`config.mk`:
```
export PLATFORM = sky130hd
export DESIGN_NAME = uart_rx
export DESIGN_NICKNAME = d
export VERILOG_FILES = /design/src/rtl/uart_rx.sv
export SDC_FILE = /design/constraint.sdc
export NUM_CORES = 1
export LEC_CHECK = 0
export CORE_MARGIN = 2
export CORE_UTILIZATION = 30
export CTS_CLUSTER_SIZE = 20
export DETAILED_ROUTE_END_ITERATION = 10
export GPL_ROUTABILITY_DRIVEN = 0
export SLEW_MARGIN = 15
export SYNTH_ARGS = -nofsm -noshare
export SYNTH_HDL_FRONTEND = slang
export SYNTH_SLANG_ARGS = --single-unit
```
`constraint.sdc`:
```
create_clock -name clk -period 2.55 [get_ports clk]
set_clock_uncertainty 0.05 [all_clocks]
set_input_delay 0.255 -clock clk [delete_from_list [all_inputs] [get_ports clk]]
set_output_delay 0.255 -clock clk [all_outputs]
set_load 0.02 [all_outputs]
```
`src/rtl/uart_rx.sv`:
```
// UART receiver: 11-bit frames (start, 8 data LSB first, even parity, stop).
// The line is synchronized, sampled at mid-bit, and the outcome of each frame
// is reported as one-cycle pulses. An LED stretcher lights after good frames.
module uart_rx #(
    parameter int CLK_FREQ     = 100_000_000,
    parameter int BAUD_RATE    = 9600,
    parameter int CLKS_PER_BIT = CLK_FREQ / BAUD_RATE,
    parameter int LED_HOLD     = 5_000_000
) (
    input  logic       clk,
    input  logic       rst_n,
    input  logic       rx,
    output logic [7:0] rx_data,
    output logic       rx_valid,
    output logic       rx_busy,
    output logic       parity_err,
    output logic       frame_err,
    output logic       led
);

    localparam int CW = (CLKS_PER_BIT > 2) ? $clog2(CLKS_PER_BIT) : 1;
    localparam logic [CW-1:0] BIT_LAST  = CW'(CLKS_PER_BIT - 1);
    localparam logic [CW-1:0] HALF_LAST = CW'(CLKS_PER_BIT / 2 - 1);

    typedef enum logic [2:0] {
        IDLE,
        START,
        DATA,
        PARITY,
        STOP,
        WAIT_HIGH
    } state_t;

    state_t          state_q, state_d;
    logic            rx_meta_q, rx_s_q;
    logic [CW-1:0]   clk_count_q, clk_count_d;
    logic [2:0]      bit_index_q, bit_index_d;
    logic [7:0]      shift_q, shift_d;
    logic            par_q, par_d;
    logic [7:0]      rx_data_q, rx_data_d;
    logic            rx_valid_q, rx_valid_d;
    logic            parity_err_q, parity_err_d;
    logic            frame_err_q, frame_err_d;
    logic [23:0]     led_count_q;
    logic            par_mismatch;

    // Two-flop synchronizer; resets to the idle (high) line level.
    always_ff @(posedge clk or negedge rst_n) begin
        if (!rst_n) begin
            rx_meta_q <= 1'b1;
            rx_s_q    <= 1'b1;
        end else begin
            rx_meta_q <= rx;
            rx_s_q    <= rx_meta_q;
        end
    end

    // Received parity compared against even parity of the assembled byte.
    assign par_mismatch = par_q != (^shift_q);

    // Next-state and datapath decisions, all made on the synchronized line.
    always_comb begin
        state_d      = state_q;
        clk_count_d  = clk_count_q;
        bit_index_d  = bit_index_q;
        shift_d      = shift_q;
        par_d        = par_q;
        rx_data_d    = rx_data_q;
        rx_valid_d   = 1'b0;
        parity_err_d = 1'b0;
        frame_err_d  = 1'b0;
        case (state_q)
            IDLE: begin
                clk_count_d = '0;
                bit_index_d = '0;
                if (!rx_s_q) begin
                    state_d = START;
                end
            end
            START: begin
                // Re-check the line at mid start bit; a short low is a glitch.
                if (clk_count_q == HALF_LAST) begin
                    clk_count_d = '0;
                    state_d     = rx_s_q ? IDLE : DATA;
                end else begin
                    clk_count_d = clk_count_q + CW'(1);
                end
            end
            DATA: begin
                if (clk_count_q == BIT_LAST) begin
                    clk_count_d          = '0;
                    shift_d[bit_index_q] = rx_s_q;
                    bit_index_d          = bit_index_q + 3'd1;
                    if (bit_index_q == 3'd7) begin
                        state_d = PARITY;
                    end
                end else begin
                    clk_count_d = clk_count_q + CW'(1);
                end
            end
            PARITY: begin
                if (clk_count_q == BIT_LAST) begin
                    clk_count_d = '0;
                    par_d       = rx_s_q;
                    state_d     = STOP;
                end else begin
                    clk_count_d = clk_count_q + CW'(1);
                end
            end
            STOP: begin
                // Leaving at mid stop bit leaves half a bit to catch the next start.
                if (clk_count_q == BIT_LAST) begin
                    clk_count_d  = '0;
                    rx_data_d    = shift_q;
                    parity_err_d = par_mismatch;
                    if (rx_s_q) begin
                        rx_valid_d = !par_mismatch;
                        state_d    = IDLE;
                    end else begin
                        frame_err_d = 1'b1;
                        state_d     = WAIT_HIGH;
                    end
                end else begin
                    clk_count_d = clk_count_q + CW'(1);
                end
            end
            WAIT_HIGH: begin
                // A break holds the line low; only a return high re-arms.
                clk_count_d = '0;
                if (rx_s_q) begin
                    state_d = IDLE;
                end
            end
            default: begin
                state_d = IDLE;
            end
        endcase
    end

    // State, counters, data and registered status pulses.
    always_ff @(posedge clk or negedge rst_n) begin
        if (!rst_n) begin
            state_q      <= IDLE;
            clk_count_q  <= '0;
            bit_index_q  <= '0;
            shift_q      <= '0;
            par_q        <= 1'b0;
            rx_data_q    <= '0;
            rx_valid_q   <= 1'b0;
            parity_err_q <= 1'b0;
            frame_err_q  <= 1'b0;
        end else begin
            state_q      <= state_d;
            clk_count_q  <= clk_count_d;
            bit_index_q  <= bit_index_d;
            shift_q      <= shift_d;
            par_q        <= par_d;
            rx_data_q    <= rx_data_d;
            rx_valid_q   <= rx_valid_d;
            parity_err_q <= parity_err_d;
            frame_err_q  <= frame_err_d;
        end
    end

    // LED stretcher: (re)load on every good frame, count down to zero.
    always_ff @(posedge clk or negedge rst_n) begin
        if (!rst_n) begin
            led_count_q <= '0;
        end else if (rx_valid_q) begin
            led_count_q <= 24'(LED_HOLD);
        end else if (led_count_q != 24'd0) begin
            led_count_q <= led_count_q - 24'd1;
        end
    end

    assign rx_data    = rx_data_q;
    assign rx_valid   = rx_valid_q;
    assign rx_busy    = (state_q != IDLE);
    assign parity_err = parity_err_q;
    assign frame_err  = frame_err_q;
    assign led        = (led_count_q != 24'd0);

endmodule

```
==> flow_metrics.env, run 1 <==
export IMPL_p_switching_w=0.000475
export IMPL_final_common_cell="dfrtp_1"
export IMPL_min_path_type="in -> async"
export IMPL_drive_gt1_share_pct=15.9
export IMPL_ys_seq_elements=66
export IMPL_grt_pass1_wl_microns=11800
export IMPL_drv_slew=0
export IMPL_rsz0062_at_grt="no"
export IMPL_nFillCells=1108
export IMPL_num_rows=39
export IMPL_wl_per_cell_microns=13.5
export IMPL_hold_violations=0
export IMPL_initial_utilization_pct=30.4
export IMPL_place_hpwl_microns=4540
export IMPL_first_pass_iters=4
export IMPL_syn_inst=327
export IMPL_syn_area_sq_um=3440
export IMPL_crit_fanout=4
export IMPL_p_int_w=0.00199
export IMPL_grt_overflow_total=0
export IMPL_dr_total_vias=2419
export IMPL_chipHeight_microns=111
export IMPL_numPortBuffers=15
export IMPL_antenna_left=0
export IMPL_multi_input_area_sq_um=1720
export IMPL_avgSynthCellArea_sq_um=10.5
export IMPL_leakagePower_nw=1.89
export IMPL_viasPerCell=4.88
export IMPL_fmaxAchievable_ghz=0.461
export IMPL_yosysWarnings=0
export IMPL_setup_viol=0
export IMPL_clock_sinks=66
export IMPL_ir_worst_vdd_uv=313
export IMPL_async_reset_ff_share_pct=100
export IMPL_drtIter0Drc=224
export IMPL_clock_latency_ns=0.33
export IMPL_fp_coreArea_sq_um=11300
export IMPL_synth_ff_type="dfrtp_1"
export IMPL_syn_nets=335
export IMPL_cts_root_buf="clkbuf_16"
export IMPL_worst_slew_pin_slew_ns=0.517
export IMPL_synth_edf_count=0
export IMPL_final_area_sq_um=4130
export IMPL_io_pins=16
export IMPL_drt_wl_total_microns=6670
export IMPL_antenna_found_initial=0
export IMPL_die_x_microns=111
export IMPL_crit_arrival_ns=1.87
export IMPL_grt_max_degree=33
export IMPL_n_antenna_cell=0
export IMPL_swShare_pct=19.3
export IMPL_status="completed"
export IMPL_nets=356
export IMPL_post_dp_cell_area_sq_um=3760
export IMPL_grt_pass1_vias=2552
export IMPL_slew_headroom_pct=65.6
export IMPL_globalRouteTotalUtil_pct=11.6
export IMPL_cts_buffers=9
export IMPL_critPathLaunchType="flip-flop"
export IMPL_worstSetupPathType="reg -> out"
export IMPL_fin_cells=496
export IMPL_seqPwrFrac_pct=42.8
export IMPL_combPwrFrac_pct=1.1
export IMPL_cts_buffer_depth=2
export IMPL_post_cts_setup_buffers=0
export IMPL_clkPwrFrac_pct=56.1
export IMPL_ys_seq_area_share_pct=48.1
export IMPL_post_route_min_period_ns=2.17
export IMPL_detail_route_drc_violations=0
export IMPL_synth_cell_types=59
export IMPL_ff_latch_area_sq_um=1650
export IMPL_worstRegToRegCells=5
export IMPL_tritoncts="done"
export IMPL_die_area_sq_um=12300
export IMPL_cap_violations=0
export IMPL_htree_levels=3
export IMPL_cp_required_ns=2.25
export IMPL_p_per_area_nw_per_um2=597
export IMPL_clk_pin_slew_ns=0.06
export IMPL_critPathCaptureType="primary output"
export IMPL_dp_cells=479
export IMPL_final_cell_mix="dfrtp_1, nor2_1, xor2_1, nand2_1"
export IMPL_finalCritPeriodShare_pct=85.1
export IMPL_setup_tns_ns=0
export IMPL_area_delta_synth_final_pct=20.0
## through the flow
stage                     setup slack (ns)  utilization (%)  total power, W  hold WS [ns]
after floorplan                      0.666                -         0.00107       -0.0906
after global placement               0.345             33.2         0.00110         0.101
after detailed placement             0.337             33.2         0.00110         0.109
after CTS                          0.00108             36.3         0.00250         0.306
after global routing                 0.182             36.5         0.00254         0.309
final                                0.379             36.5         0.00247         0.291
## worst max-delay path, cell delays in order (launching register included)
cell and delay [ns]:
dfrtp_1 0.41, or3_1 0.44, nand4bb_4 0.24, nor2_4 0.18, inv_2 0.06, dlymetal6s2s_1 0.20
## cell usage after synthesis (4+ instances only)
cell,count,area share (%)
xor2_1,25,6.4
nand3_1,8,1.2
nor2b_1,4,0.73
nand2b_1,6,1.1
a22o_1,5,1.3
clkbuf_1,6,0.65
o21ai_0,6,0.87
xnor2_1,13,3.3
mux2_1,8,2.6
mux2_2,9,2.9
dfrtp_1,64,47
nand2_1,25,2.7
a21oi_1,8,1.2
nand4_1,8,1.5
o211ai_1,4,0.87
ha_1,5,1.8
or2_2,4,0.73
nor2_1,43,4.7
and4_1,5,1.3
buf_2,5,0.73
inv_1,6,0.65
nor3_1,6,0.87
## cells by family after synthesis
kind of cell,after synthesis,synth area share (%)
AOI/OAI and AO/OA,40,8.54
xor gates and xnor gates,38,9.67
adders and majority gates,5,1.82
buffers and inverters,20,2.58
DFF,66,48.1
muxes,18,5.85
and+or+nand+nor,140,23.5
## layer usage
metal,vias to the layer above,wire length (microns),global-route usage [%]
li1,1191,-,-
met4,0,163,5.93
met3,13,146,2.35
met1,1189,3190,14.5
met2,26,3180,19.1
met5,-,0,0
## layout make-up
class                           count  share of cell area (%)
Clock inverter                      4                    1.76
Timing Repair Buffer               23                    5.09
Multi-Input combinational cell    241                    41.7
Tap cell                          143                    4.33
Inverter                            7                   0.636
Clock buffer                       12                    6.45
Sequential cell                    66                    40.1
## what timing repair did
| item | CTS | global route |
|---|---|---|
| endpoints found under the setup margin | 1 | 1 |
| gates cloned | 0 | 0 |
| gates resized for setup | 1 | 2 |
| endpoints found under the hold margin | 11 | 0 |
| hold buffers | 1 | 0 |
## worst paths after layout
path                            startpoint              to  slack [ns]
setup / recovery           led_count_q[20]             led        0.38
hold / removal                       rst_n  led_count_q[0]        0.29
setup reg to reg           clk_count_q[12]      shift_q[7]        0.42
hold reg to reg                  rx_meta_q          rx_s_q        0.30
max in group asynchronous            rst_n      rx_data[5]        1.44
min in group clk                 rx_meta_q          rx_s_q        0.30
## registers in the layout, indices dropped and copies added (netlist names)
| register | count |
|---|---|
| bit_index_q | 3 |
| shift_q | 8 |
| rx_valid | 1 |
| par_q | 1 |
| parity_err | 1 |
| rx_data | 8 |
| clk_count_q | 14 |
| state_q | 3 |
| rx_s_q | 1 |
| rx_meta_q | 1 |
| frame_err | 1 |
| led_count_q | 24 |
## power groups by stage
stage | clock network, W | logic [W] | registers (W)
finish | 0.00138 | 0.0000282 | 0.00105
floorplan | 0 | 0.00000374 | 0.00107
detailed placement | 0 | 0.0000294 | 0.00107
global route | 0.00145 | 0.0000339 | 0.00105
global placement | 0 | 0.0000283 | 0.00107
CTS | 0.00141 | 0.0000304 | 0.00105
No activity file was read; power rests on OpenSTA's default activity.
==> inputs of run 2 (changes only) <==
--- a/config.mk
+++ b/config.mk
@@ -5,11 +5,11 @@
 export SDC_FILE = /design/constraint.sdc
 export NUM_CORES = 1
 export LEC_CHECK = 0
+export CORE_ASPECT_RATIO = 0.5
 export CORE_MARGIN = 2
 export CORE_UTILIZATION = 30
 export CTS_CLUSTER_SIZE = 20
 export DETAILED_ROUTE_END_ITERATION = 10
-export GPL_ROUTABILITY_DRIVEN = 0
 export SLEW_MARGIN = 15
 export SYNTH_ARGS = -nofsm -noshare
 export SYNTH_HDL_FRONTEND = slang
==> constraint.sdc (replaced) <==
create_clock -name clk -period 2.55 [get_ports clk]
set_clock_uncertainty 0.05 [all_clocks]
set_input_delay 0.255 -clock clk [delete_from_list [all_inputs] [get_ports clk]]
set_output_delay 0.255 -clock clk [all_outputs]
set_load 0.05 [all_outputs]
==> run 2 against run 1 <==
Final cell count is 0.20% higher. Fmax down 9.2%. Combinational power is 2% higher. Total power fell by 5.1%. Critical endpoint unchanged. Global-route usage rose by 0.39 points. Routed wire length fell by 3.9%. Largest power group unchanged. Non-clock buffer count decreased by 1.
==> flow_metrics.env, run 2 (same netlist as run 1, synthesis figures left out) <==
export IMPL_critPathCaptureType="primary output"
export IMPL_path_cells="or3_1 -> nand4bb_1 -> buf_4 -> nor2_2 -> inv_2 -> buf_4"
export IMPL_cts_buffer_depth=2
export IMPL_drt_wl_total_microns=6410
export IMPL_clk_pin_slew_ns=0.05
export IMPL_htree_levels=3
export IMPL_status="completed"
export IMPL_globalRouteTotalUtil_pct=12.0
export IMPL_io_pins=16
export IMPL_grt_max_degree=44
export IMPL_slowest_delay_ns=0.44
export IMPL_cp_top_family="simple AND/OR/NAND/NOR gates"
export IMPL_numPortBuffers=15
export IMPL_crit_fanout=11
export IMPL_tritoncts="done"
export IMPL_hold_violations=0
export IMPL_slew_headroom_pct=62.0
export IMPL_drv_slew=0
export IMPL_die_area_sq_um=12400
export IMPL_p_int_w=0.00189
export IMPL_final_area_sq_um=4080
export IMPL_setup_tns_ns=0
export IMPL_largest_register="led_count_q"
export IMPL_n_antenna_cell=0
export IMPL_worstSetupPathType="reg -> out"
export IMPL_die_x_microns=155
export IMPL_finalCritPeriodShare_pct=93.8
export IMPL_setup_viol=0
export IMPL_cts_buffers=9
export IMPL_cap_violations=0
export IMPL_min_path_type="in -> reg"
export IMPL_setup_slack_ns=0.158
export IMPL_final_common_cell="dfrtp_1"
export IMPL_largest_register_ffs=24
export IMPL_fp_coreArea_sq_um=11100
export IMPL_crit_arrival_ns=2.09
export IMPL_pre_cts_slack_ns=0.345
export IMPL_post_cts_setup_buffers=0
export IMPL_dr_total_vias=2374
export IMPL_num_rows=27
export IMPL_nets=355
export IMPL_area_delta_synth_final_pct=18.5
export IMPL_grt_pass1_wl_microns=11700
export IMPL_path_buf_inv=3
export IMPL_drive_gt1_share_pct=15.1
export IMPL_critPathLaunchType="flip-flop"
export IMPL_fmaxAchievable_ghz=0.418
export IMPL_swShare_pct=19.1
export IMPL_clkPwrFrac_pct=53.7
export IMPL_first_pass_iters=4
export IMPL_p_per_area_nw_per_um2=574
export IMPL_seqPwrFrac_pct=45.1
export IMPL_drtIter0Drc=127
export IMPL_final_cell_mix="dfrtp_1, nor2_1, xor2_1, nand2_1"
export IMPL_slowest_stage="or3_1"
export IMPL_viasPerCell=4.78
export IMPL_antenna_found_initial=0
export IMPL_wl_per_cell_microns=12.9
export IMPL_rsz0062_at_grt="no"
export IMPL_cts_root_buf="clkbuf_16"
export IMPL_nFillCells=1100
export IMPL_antenna_left=0
export IMPL_cp_required_ns=2.25
export IMPL_detail_route_drc_violations=0
export IMPL_combPwrFrac_pct=1.2
export IMPL_initial_utilization_pct=31.1
export IMPL_p_switching_w=0.000446
export IMPL_chipHeight_microns=79.7
export IMPL_clock_latency_ns=0.33
export IMPL_place_hpwl_microns=4400
export IMPL_place_gp_congestion=0.774
export IMPL_grt_overflow_total=0
export IMPL_clock_sinks=66
export IMPL_utilization_pct=36.8
export IMPL_regToRegStartpoint="clk_count_q[12]"
export IMPL_crit_path_frequent_cell="buf_4"
export IMPL_worstSetupStartpoint="led_count_q[20]"
export IMPL_grt_pass1_vias=2457
export IMPL_ir_worst_vdd_uv=309
export IMPL_hp_start="rx"
export IMPL_leakagePower_nw=1.86
export IMPL_post_route_min_period_ns=2.39
export IMPL_post_dp_cell_area_sq_um=3760
export IMPL_top_regs="led_count_q: 24 flops, clk_count_q: 14 flops"
export IMPL_worst_slew_pin_slew_ns=0.571
-- run 2: final timing paths --
kind,endpoint,slack (ns),depth (start not counted)
max,led,0.16,6
min,rx_meta_q,0.29,1
max reg2reg,rx_data[2],0.36,4
min reg2reg,rx_s_q,0.30,0
max in group asynchronous,led_count_q[8],1.42,3
min in group asynchronous,clk_count_q[5],0.41,2
-- run 2: worst register-to-register path: stages (launching register included) --
cell	delay (ns)
dfrtp_1	0.43
nor4b_2	0.34
and4_1	0.35
nand3b_1	0.43
mux2_1	0.47
-- run 2: metal layers --
metal | vias up | track usage [%] | share of wire [%]
li1 | 1205 | - | -
met1 | 1137 | 15.2 | 50
met2 | 25 | 19.2 | 45
met3 | 7 | 4.34 | 3.0
met4 | 0 | 3.85 | 1.2
met5 | - | 0 | 0
-- run 2: area by class of cell --
type	instances	area [sq um]	share of cell area [%]
multi-input combinational	241	1700	41.6
sequential	66	1650	40.5
clock buffer	14	274	6.72
timing repair buffer	22	210	5.15
tap	145	181	4.45
clock inverter	2	35.0	0.859
inverter	7	26.3	0.644
-- run 2: power groups by stage --
stage / Combinational, W / Clock [W] / Sequential [W]
after floorplan: 0.00000374 / 0 / 0.00107
after global placement: 0.0000299 / 0 / 0.00107
after detailed placement: 0.0000304 / 0 / 0.00107
after CTS: 0.0000314 / 0.00130 / 0.00105
after global routing: 0.0000344 / 0.00135 / 0.00105
final: 0.0000287 / 0.00126 / 0.00105
-- run 2: timing repair --
action                                 4_1_cts  5_1_grt
endpoints found under the hold margin       21        0
hold buffers                                 1        0
resized for setup                            0        0
-- run 2: per-stage QoR --
step,total power [W],hold slack (ns),instances
global placement,0.00110,0.228,480
detailed placement,0.00110,0.240,480
finish,0.00234,0.285,497
floorplan,0.00107,-0.0906,327
CTS,0.00238,0.271,497
global route,0.00244,0.273,497
